`config.mk`:
```
export PLATFORM = sky130hd
export DESIGN_NAME = fft_bfly_pipe_flat
export DESIGN_NICKNAME = d
export VERILOG_FILES = /design/src/rtl/fft_bfly_if.sv /design/src/rtl/fft_bfly_pipe.sv /design/src/flat_wrapper.sv
export SDC_FILE = /design/constraint.sdc
export NUM_CORES = 2
export LEC_CHECK = 0
export CORE_MARGIN = 10
export CORE_UTILIZATION = 30
export CTS_CLUSTER_SIZE = 8
export DETAILED_ROUTE_END_ITERATION = 10
export PLACE_DENSITY = 0.42
export SKIP_CTS_REPAIR_TIMING = 1
export SLEW_MARGIN = 5
export SYNTH_ARGS = -nofsm -noshare
export SYNTH_HDL_FRONTEND = slang
export SYNTH_SLANG_ARGS = --single-unit
```
`constraint.sdc`:
```
create_clock -name clk -period 9.35 [get_ports clk]
set_input_delay 2.805 -clock clk [delete_from_list [all_inputs] [get_ports clk]]
set_output_delay 2.805 -clock clk [all_outputs]
set_load 0.01 [all_outputs]
```
`src/rtl/fft_bfly_if.sv`:
```
// Operand/result bus of the pipelined radix-2 butterfly: input handshake with
// A/B/W operands, output handshake with X/Y results, overflow flag and count.
interface fft_bfly_if #(
  parameter int DATA_W  = 16,
  parameter int COUNT_W = 16
);
  logic               in_valid;
  logic               in_ready;
  logic [DATA_W-1:0]  a_re;
  logic [DATA_W-1:0]  a_im;
  logic [DATA_W-1:0]  b_re;
  logic [DATA_W-1:0]  b_im;
  logic [DATA_W-1:0]  w_re;
  logic [DATA_W-1:0]  w_im;
  logic               out_valid;
  logic               out_ready;
  logic [DATA_W-1:0]  x_re;
  logic [DATA_W-1:0]  x_im;
  logic [DATA_W-1:0]  y_re;
  logic [DATA_W-1:0]  y_im;
  logic               ovf;
  logic [COUNT_W-1:0] bfly_count;

  modport master (
    output in_valid, a_re, a_im, b_re, b_im, w_re, w_im, out_ready,
    input  in_ready, out_valid, x_re, x_im, y_re, y_im, ovf, bfly_count
  );

  modport slave (
    input  in_valid, a_re, a_im, b_re, b_im, w_re, w_im, out_ready,
    output in_ready, out_valid, x_re, x_im, y_re, y_im, ovf, bfly_count
  );
endinterface

```
`src/rtl/fft_bfly_pipe.sv`:
```
// Three-stage pipelined radix-2 DIT butterfly: X/Y = (A +/- W*B) >>> SCALE with
// backpressure. Define FFT_BFLY_SAT_EN to clamp out-of-range results instead of wrapping.
module fft_bfly_pipe #(
  parameter int DATA_W  = 16,
  parameter int FRAC_W  = 15,
  parameter int SCALE   = 1,
  parameter int COUNT_W = 16
) (
  input  logic       clk,
  input  logic       reset,
  fft_bfly_if.slave  bus
);

  localparam int PW = 2 * DATA_W;   // full product width
  localparam int DW = PW + 1;       // product sum/difference width
  localparam int SW = DATA_W + 2;   // a +/- t width

  function automatic logic signed [SW-1:0] scale_shr(input logic signed [SW-1:0] v);
    return v >>> SCALE;
  endfunction

  // In range when every bit above the DATA_W sign position matches the sign.
  function automatic logic fits(input logic signed [SW-1:0] v);
    return v[SW-1:DATA_W-1] == {(SW - DATA_W + 1){v[SW-1]}};
  endfunction

  function automatic logic [DATA_W-1:0] reduce(input logic signed [SW-1:0] v);
`ifdef FFT_BFLY_SAT_EN
    if (!fits(v))
      return v[SW-1] ? {1'b1, {(DATA_W-1){1'b0}}} : {1'b0, {(DATA_W-1){1'b1}}};
`endif
    return v[DATA_W-1:0];
  endfunction

  logic vld_p1, vld_p2, vld_p3;
  logic adv_p1, adv_p2, adv_p3;
  logic take;

  // A stage moves forward when empty or when its successor moves.
  assign adv_p3       = !vld_p3 || bus.out_ready;
  assign adv_p2       = !vld_p2 || adv_p3;
  assign adv_p1       = !vld_p1 || adv_p2;
  assign bus.in_ready = adv_p1;
  assign take         = bus.in_valid && adv_p1;

  logic signed [PW-1:0] wr_x, wi_x, br_x, bi_x;

  assign wr_x = {{DATA_W{bus.w_re[DATA_W-1]}}, bus.w_re};
  assign wi_x = {{DATA_W{bus.w_im[DATA_W-1]}}, bus.w_im};
  assign br_x = {{DATA_W{bus.b_re[DATA_W-1]}}, bus.b_re};
  assign bi_x = {{DATA_W{bus.b_im[DATA_W-1]}}, bus.b_im};

  // ---- S1: partial products, A delayed ----
  logic signed [PW-1:0]     p_rr_p1, p_ii_p1, p_ri_p1, p_ir_p1;
  logic signed [DATA_W-1:0] a_re_p1, a_im_p1;

  always_ff @(posedge clk) begin
    if (reset) begin
      vld_p1  <= 1'b0;
      p_rr_p1 <= '0;
      p_ii_p1 <= '0;
      p_ri_p1 <= '0;
      p_ir_p1 <= '0;
      a_re_p1 <= '0;
      a_im_p1 <= '0;
    end else if (adv_p1) begin
      vld_p1 <= take;
      if (take) begin
        p_rr_p1 <= wr_x * br_x;
        p_ii_p1 <= wi_x * bi_x;
        p_ri_p1 <= wr_x * bi_x;
        p_ir_p1 <= wi_x * br_x;
        a_re_p1 <= bus.a_re;
        a_im_p1 <= bus.a_im;
      end
    end
  end

  logic signed [DW-1:0] d_re, d_im;
  logic signed [SW-1:0] t_re, t_im, a_re_x, a_im_x;

  assign d_re   = {p_rr_p1[PW-1], p_rr_p1} - {p_ii_p1[PW-1], p_ii_p1};
  assign d_im   = {p_ri_p1[PW-1], p_ri_p1} + {p_ir_p1[PW-1], p_ir_p1};
  // Floor shift back to DATA_W scale; |t| <= 2^DATA_W so SW bits always hold it.
  assign t_re   = SW'(d_re >>> FRAC_W);
  assign t_im   = SW'(d_im >>> FRAC_W);
  assign a_re_x = {{2{a_re_p1[DATA_W-1]}}, a_re_p1};
  assign a_im_x = {{2{a_im_p1[DATA_W-1]}}, a_im_p1};

  // ---- S2: twiddled B and unscaled butterfly sums ----
  logic signed [SW-1:0] x_re_p2, x_im_p2, y_re_p2, y_im_p2;

  always_ff @(posedge clk) begin
    if (reset) begin
      vld_p2  <= 1'b0;
      x_re_p2 <= '0;
      x_im_p2 <= '0;
      y_re_p2 <= '0;
      y_im_p2 <= '0;
    end else if (adv_p2) begin
      vld_p2 <= vld_p1;
      if (vld_p1) begin
        x_re_p2 <= a_re_x + t_re;
        x_im_p2 <= a_im_x + t_im;
        y_re_p2 <= a_re_x - t_re;
        y_im_p2 <= a_im_x - t_im;
      end
    end
  end

  logic signed [SW-1:0] sx_re, sx_im, sy_re, sy_im;
  logic                 ovf_n;

  assign sx_re = scale_shr(x_re_p2);
  assign sx_im = scale_shr(x_im_p2);
  assign sy_re = scale_shr(y_re_p2);
  assign sy_im = scale_shr(y_im_p2);
  assign ovf_n = !fits(sx_re) || !fits(sx_im) || !fits(sy_re) || !fits(sy_im);

  // ---- S3: scale, range reduction, output register ----
  logic [DATA_W-1:0]  x_re_p3, x_im_p3, y_re_p3, y_im_p3;
  logic               ovf_p3;
  logic [COUNT_W-1:0] cnt;

  always_ff @(posedge clk) begin
    if (reset) begin
      vld_p3  <= 1'b0;
      x_re_p3 <= '0;
      x_im_p3 <= '0;
      y_re_p3 <= '0;
      y_im_p3 <= '0;
      ovf_p3  <= 1'b0;
    end else if (adv_p3) begin
      vld_p3 <= vld_p2;
      if (vld_p2) begin
        x_re_p3 <= reduce(sx_re);
        x_im_p3 <= reduce(sx_im);
        y_re_p3 <= reduce(sy_re);
        y_im_p3 <= reduce(sy_im);
        ovf_p3  <= ovf_n;
      end
    end
  end

  always_ff @(posedge clk) begin
    if (reset)
      cnt <= '0;
    else if (vld_p3 && bus.out_ready)
      cnt <= cnt + COUNT_W'(1);
  end

  assign bus.out_valid  = vld_p3;
  assign bus.x_re       = x_re_p3;
  assign bus.x_im       = x_im_p3;
  assign bus.y_re       = y_re_p3;
  assign bus.y_im       = y_im_p3;
  assign bus.ovf        = ovf_p3;
  assign bus.bfly_count = cnt;

endmodule
```
`src/flat_wrapper.sv`:
```
// flat-port wrapper written by rule: the top's interface ports become plain ports
module fft_bfly_pipe_flat 
#(
  parameter int DATA_W  = 16,
  parameter int FRAC_W  = 15,
  parameter int SCALE   = 1,
  parameter int COUNT_W = 16
)
  (clk, reset, bus_in_valid, bus_a_re, bus_a_im, bus_b_re, bus_b_im, bus_w_re, bus_w_im, bus_out_ready, bus_in_ready, bus_out_valid, bus_x_re, bus_x_im, bus_y_re, bus_y_im, bus_ovf, bus_bfly_count);
  fft_bfly_if #(.DATA_W(DATA_W), .COUNT_W(COUNT_W)) bus_i ();
  input  logic clk;
  input  logic reset;
  input wire logic [$bits(bus_i.in_valid)-1:0] bus_in_valid;
  input wire logic [$bits(bus_i.a_re)-1:0] bus_a_re;
  input wire logic [$bits(bus_i.a_im)-1:0] bus_a_im;
  input wire logic [$bits(bus_i.b_re)-1:0] bus_b_re;
  input wire logic [$bits(bus_i.b_im)-1:0] bus_b_im;
  input wire logic [$bits(bus_i.w_re)-1:0] bus_w_re;
  input wire logic [$bits(bus_i.w_im)-1:0] bus_w_im;
  input wire logic [$bits(bus_i.out_ready)-1:0] bus_out_ready;
  output wire logic [$bits(bus_i.in_ready)-1:0] bus_in_ready;
  output wire logic [$bits(bus_i.out_valid)-1:0] bus_out_valid;
  output wire logic [$bits(bus_i.x_re)-1:0] bus_x_re;
  output wire logic [$bits(bus_i.x_im)-1:0] bus_x_im;
  output wire logic [$bits(bus_i.y_re)-1:0] bus_y_re;
  output wire logic [$bits(bus_i.y_im)-1:0] bus_y_im;
  output wire logic [$bits(bus_i.ovf)-1:0] bus_ovf;
  output wire logic [$bits(bus_i.bfly_count)-1:0] bus_bfly_count;
  assign bus_i.in_valid = bus_in_valid;
  assign bus_i.a_re = bus_a_re;
  assign bus_i.a_im = bus_a_im;
  assign bus_i.b_re = bus_b_re;
  assign bus_i.b_im = bus_b_im;
  assign bus_i.w_re = bus_w_re;
  assign bus_i.w_im = bus_w_im;
  assign bus_i.out_ready = bus_out_ready;
  assign bus_in_ready = bus_i.in_ready;
  assign bus_out_valid = bus_i.out_valid;
  assign bus_x_re = bus_i.x_re;
  assign bus_x_im = bus_i.x_im;
  assign bus_y_re = bus_i.y_re;
  assign bus_y_im = bus_i.y_im;
  assign bus_ovf = bus_i.ovf;
  assign bus_bfly_count = bus_i.bfly_count;
  fft_bfly_pipe #(.DATA_W(DATA_W), .FRAC_W(FRAC_W), .SCALE(SCALE), .COUNT_W(COUNT_W)) u_core (.clk(clk), .reset(reset), .bus(bus_i));
endmodule
```
==> reports/metrics.yaml <==
sta:
  fin_crit_ns: 8.906
  worst_pin_slew_ns: 1.074
  hold_violations: 0
  skew_ns: 0.06051
  slew_headroom_pct: 28.23
  rsz0062_at_grt: "no"
  setup_ws_ns: 0.4440
  final_max_slew_viol_count: 0
  whs_ns: 0.4495
  finalSetupViolCount: 0
  fmax_mhz: 112.3
  fin_crit_sh_pct: 95.25
layout:
  seqCellArea_um2: 6246
  drive_gt1_share_pct: 7.994
  final_cell_area_um2: 64270
  fin_nets: 8326
  final_common_cell: "inv_1"
  mostFrequentLayoutCells: "inv_1, fa_1, nand2_1, and2_1, ha_1"
  n_antenna_cell: 0
  fillerInstances: 19130
  area_growth_pct: 16.97
  multi_input_area_um2: 42870
  fin_util_pct: 35.18
logic_synthesis:
  synth_ff_type: "dfxtp_1"
  synth_fp_nets: 7956
  synth_edf_count: 0
  synth.distinct_cells: 72
  ys_warn_count: 0
  synth_top_area_cell: "fa_1"
  async_flop_share_pct: 0
  synth.avg_cell_area_um2: 8.657
  syn_inst: 6347
  ys_ff_latch: 312
  synth_area_um2: 54950
  ys_seq_area_share_pct: 11.37
  synth_top_area_share_pct: 38.33
  synth_area_leaders: "fa_1, dfxtp_1, ha_1"
setup_path:
  crit_arrival_ns: 9.44
  critPathCaptureType: "register"
  crit_path_start_kind: "input port"
  worstSetupPathType: "in2reg"
  crit_required_ns: 9.88
  crit_fanout: 9
floorplanning:
  ios: 183
  coreArea_um2: 182700
  die-area_um2: 200700
  die_y_um: 448.0
  start_util_pct: 30.08
  chipWidth_um: 448.0
  rows: 157
global_route:
  grt_pass1_wl_um: 270500
  grt_pass1_vias: 45020
  track_usage_pct: 17.26
  grt_max_degree: 148
  antenna_found_initial: 6
  grt_overflow: 0
drt:
  detail-route-antenna-nets: 0
  first_iter_violations: 1672
  wl_per_cell_um: 18.85
  vias: 41730
  viasPerCell: 4.578
  drt_wl_total_um: 171800
  drc: 0
  first_pass_iters: 7
clocking:
  clk_pin_slew_ns: 0.06
  htreeDepth: 2
  cts_tree: "yes"
  clock_sinks: 312
  cts_made_buffers: 48
  root_buffer: "clkbuf_16"
  clock_latency_ns: 0.64
  clockBufferDepth: 3
placed_design:
  post-place-ws_ns: -0.2365
  placed_area_um2: 62940
  io_buffers: 182
  gp_congestion: 0.8275
  hpwl_um: 141900
min_path:
  holdCritPathClass: "reg2reg"
job:
  max_cap_violations: 0
outcome:
  status: "complete, no violations"
[cell families after synthesis]
| group | synth area share, % |
|---|---|
| buffers and inverters | 10.70 |
| muxes | 0.09564 |
| and+or+nand+nor | 16.24 |
| DFF | 11.37 |
| adders and majority gates | 48.74 |
| AOI/OAI and AO/OA | 8.926 |
| xor gates and xnor gates | 3.935 |
[sequential cells by signal, summed over array words and instances, names as in the netlist, 16 cells and up]
| register | count |
|---|---|
| u_core.a_im_p1 | 16 |
| u_core.a_re_p1 | 16 |
| u_core.bus.bfly_count | 16 |
| u_core.bus.x_im | 16 |
| u_core.bus.x_re | 16 |
| u_core.bus.y_im | 16 |
| u_core.bus.y_re | 16 |
| u_core.p_ii_p1 | 32 |
| u_core.p_ir_p1 | 32 |
| u_core.p_ri_p1 | 32 |
| u_core.p_rr_p1 | 32 |
| u_core.x_im_p2 | 17 |
| u_core.x_re_p2 | 17 |
| u_core.y_im_p2 | 17 |
| u_core.y_re_p2 | 17 |
[area by class of cell]
cell class	instances	share of cell area, %
Multi-Input combinational cell	4469	66.71
Sequential cell	312	9.718
Timing Repair Buffer	630	9.516
Inverter	1256	7.335
Tap cell	2385	4.643
Clock buffer	55	1.956
Clock inverter	8	0.1226
[metrics by stage]
stage	cells	setup TNS, ns
after floorplan	6347	0
final	9115	0
after detailed placement	9052	-1.290
after global routing	9115	0
after global placement	9052	-0.6253
after CTS	9115	0
[cell usage after synthesis, drive strengths merged, types with 19 or more instances]
library cell     n
nor2b           26
nor2           221
clkbuf         299
a211oi          56
or3             19
o21bai          35
nand2b          41
xor2            63
xnor2          183
ha             457
a21o            72
o21a            26
a22o            22
and2           493
nand3           46
o21ai           90
dfxtp          312
fa            1052
nor3            32
nand2          974
a21oi          400
inv           1255
[per-layer routing]
layer	global-route usage, %	wire length (um)	up-vias
met5	0	26	-
met4	2.362	2163	4
li1	-	-	19970
met3	2.323	6723	106
met1	24.42	83300	21010
met2	28.69	79610	643
[critical path, stage by stage]
cell and delay [ns]:
clkdlybuf4s50_1 0.74, clkinv_1 0.22, buf_12 0.20, nor2_1 0.12, fa_1 0.44, fa_1 0.47
fa_1 0.55, fa_1 0.44, fa_1 0.49, inv_1 0.05, fa_1 0.47, inv_1 0.04
ha_1 0.31, a21o_1 0.19, a21oi_1 0.16, nand2b_1 0.13, a311oi_1 0.11, o311a_1 0.42
o41ai_2 0.38, o21ai_1 0.17, a31oi_1 0.22, xnor2_1 0.10, a22o_1 0.19
[worst paths after layout]
path / start / end / slack [ns] / depth (start not counted)
setup / recovery: bus_b_im[15] / u_core.p_ii_p1[31]$_SDFFE_PP0P_ / 0.44 / 23
hold / removal: u_core.x_im_p2[15]$_SDFFE_PP0P_ / u_core.x_im_p2[15]$_SDFFE_PP0P_ / 0.45 / 2
hold reg to reg: u_core.x_im_p2[15]$_SDFFE_PP0P_ / u_core.x_im_p2[15]$_SDFFE_PP0P_ / 0.45 / 2
setup reg to reg: u_core.p_ir_p1[11]$_SDFFE_PP0P_ / u_core.y_im_p2[16]$_SDFFE_PP0P_ / 4.07 / 20
Power is left out: the tool's default activity adds up to more than one toggle a clock period on the data nets, which glitch-free logic cannot reach.
